==> config.mk <==
export PLATFORM = sky130hd
export DESIGN_NAME = control_sequencer
export DESIGN_NICKNAME = d
export VERILOG_FILES = /design/src/rtl/control_sequencer.sv
export SDC_FILE = /design/constraint.sdc
export NUM_CORES = 1
export LEC_CHECK = 0
export ABC_AREA = 1
export CAP_MARGIN = 20
export CORE_AREA = 8 8 85 87
export DETAILED_ROUTE_END_ITERATION = 8
export DIE_AREA = 0 0 93 95
export PLACE_DENSITY_LB_ADDON = 0.05
export RECOVER_POWER = 100
export SYNTH_ARGS = -nofsm -noshare
export SYNTH_HDL_FRONTEND = slang
export SYNTH_SLANG_ARGS = --single-unit
==> constraint.sdc <==
create_clock -name clk -period 1.6 [get_ports clk]
set_input_delay 0.32 -clock clk [delete_from_list [all_inputs] [get_ports clk]]
set_output_delay 0.32 -clock clk [all_outputs]
set_load 0.01 [all_outputs]
==> src/rtl/control_sequencer.sv <==
// Multi-cycle instruction sequencer for a small register-file datapath (MVI/ADD/XOR).
// Latency Run->Done: MVI/illegal 1 cycle, ADD/XOR 3 cycles; Run ignored while Busy.
module control_sequencer #(
  parameter int DW = 16,
  parameter int RW = 4
) (
  input  logic          clk,
  input  logic          resetn,
  input  logic          Run,
  input  logic [9:0]    Instr,
  input  logic [DW-1:0] Din,
  output logic [DW-1:0] Data,
  output logic [RW-1:0] reg_x_num,
  output logic [RW-1:0] reg_y_num,
  output logic [1:0]    AddXor,
  output logic          A_in,
  output logic          G_in,
  output logic          G_out,
  output logic          Extern,
  output logic          Busy,
  output logic          Done,
  output logic          Err,
  output logic [7:0]    icount
);

  localparam logic [2:0] S_IDLE = 3'd0;
  localparam logic [2:0] S_LOAD = 3'd1;
  localparam logic [2:0] S_T1   = 3'd2;
  localparam logic [2:0] S_T2   = 3'd3;
  localparam logic [2:0] S_T3   = 3'd4;
  localparam logic [2:0] S_ERR  = 3'd5;

  logic [2:0]    state, state_nxt;
  logic [9:0]    ir, ir_nxt;
  logic [DW-1:0] dr, dr_nxt;
  logic          illegal;

  // Register indices above 7 do not exist in the register file.
  assign illegal = (Instr[9:8] == 2'b11) || Instr[7] || Instr[3];

  always_comb begin
    state_nxt = state;
    ir_nxt    = ir;
    dr_nxt    = dr;
    case (state)
      S_IDLE: begin
        if (Run) begin
          ir_nxt = Instr;
          dr_nxt = Din;
          if (illegal)                 state_nxt = S_ERR;
          else if (Instr[9:8] == 2'b00) state_nxt = S_LOAD;
          else                          state_nxt = S_T1;
        end
      end
      S_T1:    state_nxt = S_T2;
      S_T2:    state_nxt = S_T3;
      default: state_nxt = S_IDLE;
    endcase
  end

  // Outputs are registered from the next state so each strobe is visible
  // during the cycle of the state it belongs to.
  always_ff @(posedge clk or negedge resetn) begin
    if (!resetn) begin
      state     <= S_IDLE;
      ir        <= '0;
      dr        <= '0;
      Data      <= '0;
      reg_x_num <= '0;
      reg_y_num <= '0;
      AddXor    <= '0;
      A_in      <= 1'b0;
      G_in      <= 1'b0;
      G_out     <= 1'b0;
      Extern    <= 1'b0;
      Busy      <= 1'b0;
      Done      <= 1'b0;
      Err       <= 1'b0;
      icount    <= '0;
    end else begin
      state     <= state_nxt;
      ir        <= ir_nxt;
      dr        <= dr_nxt;
      Data      <= (state_nxt == S_LOAD) ? dr_nxt : '0;
      reg_x_num <= RW'(ir_nxt[7:4]);
      reg_y_num <= RW'(ir_nxt[3:0]);
      AddXor    <= (state_nxt == S_T2) ? (ir_nxt[9:8] - 2'd1) : 2'd0;
      A_in      <= (state_nxt == S_T1);
      G_in      <= (state_nxt == S_T2);
      G_out     <= (state_nxt == S_T3);
      Extern    <= (state_nxt == S_LOAD);
      Busy      <= (state_nxt != S_IDLE);
      Done      <= (state_nxt == S_LOAD) || (state_nxt == S_T3) || (state_nxt == S_ERR);
      Err       <= (state_nxt == S_ERR);
      if ((state_nxt == S_LOAD) || (state_nxt == S_T3))
        icount <= icount + 8'd1;
    end
  end

endmodule
==> results of run 1 <==
## logic make-up (layout without fill, tap and decap cells)
family	Yosys count	after routing
xor+xnor	4	4
buf+inv	51	145
compound gates	17	17
fa+ha+maj	1	1
flops	62	62
simple gates	135	135
## cell type report
class / instances / area (um2) / share of cell area
clock inverters: 1 / 5.005 / 0.001410
clock buffers: 14 / 162.7 / 0.04584
well taps: 75 / 93.84 / 0.02645
flip-flops and latches: 62 / 1551 / 0.4372
repair buffers: 94 / 842.1 / 0.2373
inverters: 36 / 135.1 / 0.03808
multi-input cells: 157 / 758.2 / 0.2137
## sequential cells by signal (all words and copies together), names as in the netlist, 2 cells and up
name,count
dr,16
ir,10
AddXor,2
Data,16
state,3
icount,8
## what timing repair did
item                                   4_1_cts  5_1_grt
endpoints found under the hold margin        2        0
setup endpoints to repair                    6       15
buffers inserted                             1        0
resized for setup                            5       12
hold buffers                                 1        0
## power breakdown
group          switching [mW]  total (mW)  internal (mW)
combinational            1.01        1.87          0.865
clock                   0.540        1.18          0.638
sequential              0.198        2.22           2.03
## through the flow
step | cell area (um2) | setup WS (ns) | std cells
finish | 3548 | 0.06313 | 439
global placement | 3425 | -0.1224 | 422
global route | 3548 | 0.001881 | 439
CTS | 3603 | 0.008582 | 439
floorplan | 2572 | 0.3182 | 270
detailed placement | 3425 | -0.2249 | 422
## routing by layer
layer | wire length, um | GRT usage | share of wire
met2 | 2687 | 0.2266 | 0.48
met5 | 0 | 0 | 0
met4 | 64 | 0.04430 | 0.011
met3 | 371 | 0.06825 | 0.066
met1 | 2519 | 0.1654 | 0.45
## placed cells by master, fill, tap and decap left out
cell type,netlist,routed
inv_1,35,35
clkbuf_8,0,11
nand3b_1,1,1
nor2_8,1,1
nor3_1,2,2
or2_2,6,6
buf_2,1,1
clkbuf_1,0,7
dlygate4sd3_1,0,1
o21ai_1,12,5
clkdlybuf4s25_1,0,5
nand4_1,1,1
nor2_4,1,1
nor2_1,22,22
a31oi_1,1,1
clkinv_2,0,1
buf_4,8,16
nand3_1,11,11
nand3_2,1,1
clkbuf_2,0,2
clkdlybuf4s50_1,0,55
nand2_4,1,1
dfrtp_1,62,62
nand4_4,1,1
xor2_1,4,4
o21ai_0,4,11
clkbuf_4,0,5
ha_1,1,1
or2_1,10,10
inv_2,1,1
nand2_1,76,77
dlygate4sd2_1,0,5
## worst max-delay path by stage
stage / startpoint / endpoint / slack, ns / cells after the start
2_1_floorplan: state[0] / icount[4] / 0.32 / 7
3_3_place_gp: Run / dr[0] / -0.12 / 6
3_5_place_dp: Run / dr[1] / -0.22 / 6
4_1_cts: icount[6] / icount[6] / 0.009 / 1
5_1_grt: ir[2] / reg_y_num[2] / 0.002 / 1
6_report: icount[4] / icount[4] / 0.06 / 1
==> impl_metrics.yaml, run 1 <==
drt:
  drc: 0
  viasPerCell: 4.492
  num_vias: 1972
  final_antenna_net_count: 0
  drt_iter0_drc: 66
  wl_per_cell_um: 12.85
  wl_mm: 5.642
  drt-pass1-iter-count: 4
layout:
  drive_gt1_frac: 0.1319
  diodes: 0
  post-route-util: 0.6102
  nNetsFinal: 390
  area_delta_synth_final_pct: 37.94
  nFillCells: 561
critical_path:
  rr_endpoint: "icount[0]"
  r2r_cells: 7
  crit_arrival_ns: 1.22
  crit_buf_inv: 1
  r2r_setup_slack_ns: 0.15
  required_ns: 1.28
  worst_path_max_delay_cell: "clkdlybuf4s50_1"
  critPathCaptureType: "output port"
  criticalPathCategory: "reg2out"
  crit_path_start_kind: "flip-flop"
  critical-path-top-delay-family: "buffers and inverters"
  r2r_start: "state[2]"
  max_stage_delay_ns: 0.54
  cp_cell_sequence: "clkdlybuf4s50_1"
  path_max_fanout: 2
min_path:
  min-delay-path-class: "reg2reg"
  hp-start: "ir[6]"
  hold_end: "ir[6]"
  hold_depth: 2
global_routing:
  track_usage: 0.1420
  grt_pass1_wl_mm: 9.791
  grt_overflow: 0
  grt_pass1_vias: 2073
  grt_max_degree: 63
  antenna_found_initial: 0
place:
  port_buffers: 69
  gp_congestion: 0.7931
  dp_hpwl_mm: 4.082
sta:
  final.setup_skew_ns: 0.003872
  rsz0062_at_grt: "no"
  hold_ws_ns: 0.4721
  min_period_over_period: 0.9605
  finalHoldViolations: 0
  setup_viol: 0
  finalMaxSlewViolations: 0
  fin_crit_ns: 1.537
  finalSetupTns_ns: 0
  worst_slew_pin_slew_ns: 0.8355
  slew_headroom: 0.4430
  fmaxAchievable_mhz: 650.7
clock_tree:
  cts_tree: "done"
  ctsHtreeMaxLevel: 3
  insertion_delay_ns: 0.33
  root_buffer: "clkbuf_8"
  path_clk_slew_ns: 0.06
  cts.sinks: 62
  cts_made_buffers: 9
  clock_path_buffers: 2
logic_synthesis:
  synth_edf_count: 0
  synth_fa_ha_area_frac: 0.004864
  synth_ff_type: "dfrtp_1"
  synth_top_area_frac: 0.6031
  synth_top_cell_by_area: "dfrtp_1"
  synth_compound_area_frac: 0.03356
  synth-seq-cells: 62
  ys_types: 26
  synthSimpleGateAreaFrac: 0.2437
  synth.top_cells.by_count: "nand2_1 (76), dfrtp_1 (62), inv_1 (35), nor2_1 (22), o21ai_1 (12)"
  yosysMostFrequentCell: "nand2_1"
  synth_top_family_by_area: "simple AND/OR/NAND/NOR gates"
  synthXorXnorAreaFrac: 0.01362
  muxShareOfSynthArea: 0
  syn_area_per_cell_um2: 9.528
  yosys_warnings: 0
  synthesis.instances: 270
  yosysSeqAreaShare: 0.6031
  synth_area_mm2: 0.002572
  syn-num-nets: 300
  synthArstFlopShare: 1.000
  yosys-top-cells-area: "dfrtp_1 (60%), nand2_1 (11%), inv_1 (5.1%)"
die:
  die_height_um: 95
  rows: 28
  core_mm2: 0.005816
  die_area_mm2: 0.008835
  io_pins: 70
  start_util: 0.4423
  die_w_um: 93
outcome:
  outcome: "finished clean"
power:
  power_density_mw_per_mm2: 1486
  irDropWorstVdd_uv: 898.4
  p_leak_nw: 1.815
  total_power_mw: 5.273
flow_run:
  maxCapViolations: 0
Note: power is estimated with default switching activity, not from simulation.
==> inputs of run 2 (changes only) <==
==> constraint.sdc (replaced) <==
create_clock -name clk -period 2 [get_ports clk]
set_input_delay 0.4 -clock clk [delete_from_list [all_inputs] [get_ports clk]]
set_output_delay 0.4 -clock clk [all_outputs]
set_load 0.01 [all_outputs]
==> impl_metrics.yaml, run 2 (synthesis gave the netlist of run 1 again) <==
clock_tree:
  cts_tree: "done"
  clock_path_buffers: 2
  cts.sinks: 62
  ctsHtreeMaxLevel: 3
  cts_setup_buffers: 0
  root_buffer: "clkbuf_8"
  insertion_delay_ns: 0.33
  path_clk_slew_ns: 0.07
  post_cts_resized: 0
  cts_made_buffers: 9
  cts_hold_buf: 0
power:
  total_power_mw: 4.418
  power_density_mw_per_mm2: 1270
  irDropWorstVdd_uv: 726.3
  p_leak_nw: 1.852
sta:
  finalHoldViolations: 0
  hold_ws_ns: 0.2599
  worst_slack_ns: 0.1434
  min_period_over_period: 0.9283
  fin_crit_ns: 1.857
  finalSetupTns_ns: 0
  final.setup_skew_ns: 0.007332
  fmaxAchievable_mhz: 538.6
  rsz0062_at_grt: "no"
  slew_headroom: 0.2604
  finalMaxSlewViolations: 0
  worst_slew_pin_slew_ns: 1.109
  setup_viol: 0
drt:
  wl_mm: 5.652
  viasPerCell: 4.512
  final_antenna_net_count: 0
  wl_per_cell_um: 13.46
  drt_iter0_drc: 62
  drc: 0
  drt-pass1-iter-count: 4
  num_vias: 1895
layout:
  layout_commonest_cell: "nand2_1"
  final_cell_count_no_fill: 420
  final_cell_mix: "nand2_1 (78), dfrtp_1 (62), dlygate4sd3_1 (42)"
  area_delta_synth_final_pct: 35.26
  top_regs: "Data (16), dr (16), ir (10)"
  stdcell_area_mm2: 0.003480
  diodes: 0
  drive_gt1_frac: 0.08116
  nNetsFinal: 370
  post-route-util: 0.5983
critical_path:
  rr_endpoint: "Data[13]"
  crit_buf_inv: 1
  max_stage_delay_ns: 0.65
  r2r_start: "state[0]"
  path_max_fanout: 7
  r2r_cells: 6
  criticalPathCategory: "reg2out"
  cp_cell_sequence: "dlygate4sd3_1"
  worst_path_max_delay_cell: "dlygate4sd3_1"
  required_ns: 1.60
  critical-path-top-delay-family: "buffers and inverters"
  critPathCaptureType: "output port"
  timing.critical_path.from: "icount[4]"
  path_depth: 1
  cp-endpoint: "icount[4]"
  r2r_setup_slack_ns: 0.29
  crit_arrival_ns: 1.46
  crit_path_start_kind: "flip-flop"
place:
  port_buffers: 69
  postPlaceCellArea_mm2: 0.003302
  dp.cells: 404
  gp_congestion: 0.8056
  dp_hpwl_mm: 4.003
  place_ws_ns: 0.07096
die:
  core_mm2: 0.005816
  io_pins: 70
  start_util: 0.4423
  rows: 28
  die_area_mm2: 0.008835
  die_w_um: 93
  die_height_um: 95
global_routing:
  antenna_found_initial: 0
  grt_pass1_vias: 1968
  track_usage: 0.1387
  grt_overflow: 0
  grt_max_degree: 36
  grt_pass1_wl_mm: 9.646
outcome:
  outcome: "finished clean"
flow_run:
  maxCapViolations: 0
min_path:
  min-delay-path-class: "in2async"
[run 2: changes by cell type in the layout (fill, tap and decap cells not counted), sizes merged]
cell | before | now
dlygate4sd3 | 1 | 42
dlygate4sd2 | 5 | 0
clkinv | 1 | 3
clkdlybuf4s50 | 55 | 26
buf | 17 | 3
bufinv | 0 | 3
clkbuf | 25 | 12
clkdlybuf4s25 | 5 | 0
clkinvlp | 0 | 1
[run 2: worst min-delay path by stage]
stage / from / cells after the start / to
finish: resetn / 1 / Data[4]
floorplan: resetn / 0 / A_in
CTS: resetn / 1 / Data[4]
global placement: resetn / 1 / Data[14]
detailed placement: resetn / 1 / Data[10]
global route: resetn / 1 / Data[4]
[run 2: report_power, final]
part	switching, mW	leakage [nW]	internal (mW)
Sequential	0.148	0.790	1.62
Clock	0.484	0.119	0.821
Combinational	0.766	0.943	0.581
[run 2: area by class of cell]
type                            instances  area [um2]
Clock buffer                            9       123.9
Multi-Input combinational cell        157       738.2
Clock inverter                          7       112.6
Tap cell                               75       93.84
Sequential cell                        62        1551
Inverter                               36       135.1
Fill cell                             524        2336
Timing Repair Buffer                   74       724.4
[run 2: layer usage]
layer | GRT usage | vias up | routed length [um]
met5 | 0 | - | 0
met4 | 0.06443 | 0 | 111
met3 | 0.04206 | 10 | 368
met2 | 0.2272 | 44 | 2675
met1 | 0.1642 | 894 | 2496
li1 | - | 947 | -
==> inputs of run 3 (changes only) <==
--- a/config.mk
+++ b/config.mk
@@ -6,10 +6,11 @@
 export NUM_CORES = 1
 export LEC_CHECK = 0
 export ABC_AREA = 1
+export ABC_CLOCK_PERIOD_IN_PS = 2000
 export CAP_MARGIN = 20
-export CORE_AREA = 8 8 85 87
+export CORE_AREA = 3 3 80 82
 export DETAILED_ROUTE_END_ITERATION = 8
-export DIE_AREA = 0 0 93 95
+export DIE_AREA = 0 0 83 85
 export PLACE_DENSITY_LB_ADDON = 0.05
 export RECOVER_POWER = 100
 export SYNTH_ARGS = -nofsm -noshare
==> impl_metrics.yaml, run 3 (synthesis gave the netlist of run 1 again) <==
outcome:
  outcome: "finished clean"
sta:
  fmaxAchievable_mhz: 542.5
  min_period_over_period: 0.9217
  finalHoldViolations: 0
  setup_viol: 0
  slew_headroom: 0.1746
  worst_slew_pin_slew_ns: 1.238
  finalSetupTns_ns: 0
  finalMaxSlewViolations: 0
  final.setup_skew_ns: 0.005274
  fin_crit_ns: 1.843
  rsz0062_at_grt: "no"
layout:
  multiInputGateArea_um2: 728.2
  diodes: 0
  stdcell_area_mm2: 0.003403
  nNetsFinal: 371
  layout_commonest_cell: "nand2_1"
  nFillCells: 559
  post-route-util: 0.5852
  final_cell_mix: "nand2_1 (78), dfrtp_1 (62), dlygate4sd3_1 (42)"
  area_delta_synth_final_pct: 32.30
  drive_gt1_frac: 0.07872
  top_regs: "Data (16), dr (16), ir (10)"
  seq_area_mm2: 0.001551
global_routing:
  antenna_found_initial: 0
  grt_pass1_vias: 1899
  track_usage: 0.1621
  grt_overflow: 0
  grt_max_degree: 27
  grt_pass1_wl_mm: 8.970
critical_path:
  max_stage_delay_ns: 0.64
  path_max_fanout: 7
  critPathCaptureType: "output port"
  worst_path_max_delay_cell: "dlygate4sd3_1"
  cp_cell_sequence: "dlygate4sd3_1"
  crit_arrival_ns: 1.44
  required_ns: 1.60
  crit_path_start_kind: "flip-flop"
  critical-path-top-delay-family: "buffers and inverters"
  r2r_setup_slack_ns: 0.26
  criticalPathCategory: "reg2out"
  crit_buf_inv: 1
clock_tree:
  ctsHtreeMaxLevel: 3
  cts_setup_buffers: 0
  insertion_delay_ns: 0.32
  cts_made_buffers: 9
  cts_hold_buf: 0
  clock_path_buffers: 2
  cts.sinks: 62
  post_cts_resized: 0
  path_clk_slew_ns: 0.06
  cts_tree: "done"
  root_buffer: "clkbuf_8"
die:
  core_mm2: 0.005816
  rows: 28
  io_pins: 70
  die_height_um: 85
  start_util: 0.4423
  die_w_um: 83
  die_area_mm2: 0.007055
place:
  gp_congestion: 0.8154
  postPlaceCellArea_mm2: 0.003297
  dp_hpwl_mm: 3.650
  port_buffers: 69
flow_run:
  maxCapViolations: 0
drt:
  drt-pass1-iter-count: 4
  highest_layer: "met4"
  viasPerCell: 4.550
  drc: 0
  drt_iter0_drc: 69
  dr_wl_met2_mm: 2.476
  wl_met1_mm: 2.327
  wl_mm: 5.201
  num_vias: 1902
  route.met3.wl_um: 288
  wl_per_cell_um: 12.44
  final_antenna_net_count: 0
power:
  power_density_mw_per_mm2: 1186
  p_leak_nw: 1.827
  irDropWorstVdd_uv: 739.3
min_path:
  min-delay-path-class: "in2async"
[run 3: worst paths after layout]
kind                       startpoint         to  cells after the start
setup / recovery            icount[4]  icount[4]                      1
hold / removal                 resetn      dr[3]                      1
setup reg to reg             state[0]  icount[3]                      7
hold reg to reg                 ir[4]      ir[4]                      2
max in group asynchronous      resetn      dr[9]                      2
min in group clk                ir[4]      ir[4]                      2
[run 3: metal layers]
metal  global-route usage  vias up
met5                    0        -
met2               0.2580       45
met1               0.2019      899
li1                     -      948
met4              0.08024        0
met3              0.04951       10
[run 3: worst register-to-register path, stage by stage (launching register included)]
cell,delay [ns]
dfrtp_1,0.40
nor2_1,0.18
nand2_1,0.20
nor2_8,0.18
nand4_1,0.26
nand2_1,0.31
nand2_1,0.09
nand2_1,0.06
[run 3: metrics by stage]
stage	power, mW	hold WS (ns)	setup WS, ns	cells
CTS	4.246	0.06000	0.1848	418
finish	4.036	0.3240	0.1566	418
floorplan	2.802	0.1044	0.7182	270
detailed placement	3.308	0.4137	0.09066	405
global route	4.379	0.4083	0.07026	418
global placement	3.279	0.4133	0.09576	405
[run 3: where the power goes]
part	switching (mW)	total (mW)	internal [mW]	leakage (nW)
combinational	0.755	1.35	0.600	0.950
clock	0.428	0.919	0.492	0.0869
sequential	0.143	1.76	1.62	0.790
[run 3: cell type report]
cell class / instances / area share
well taps: 75 / 0.02757
repair buffers: 75 / 0.2154
flip-flops and latches: 62 / 0.4559
clock buffers: 11 / 0.04449
multi-input cells: 157 / 0.2140
inverters: 36 / 0.03971
clock inverters: 2 / 0.002941
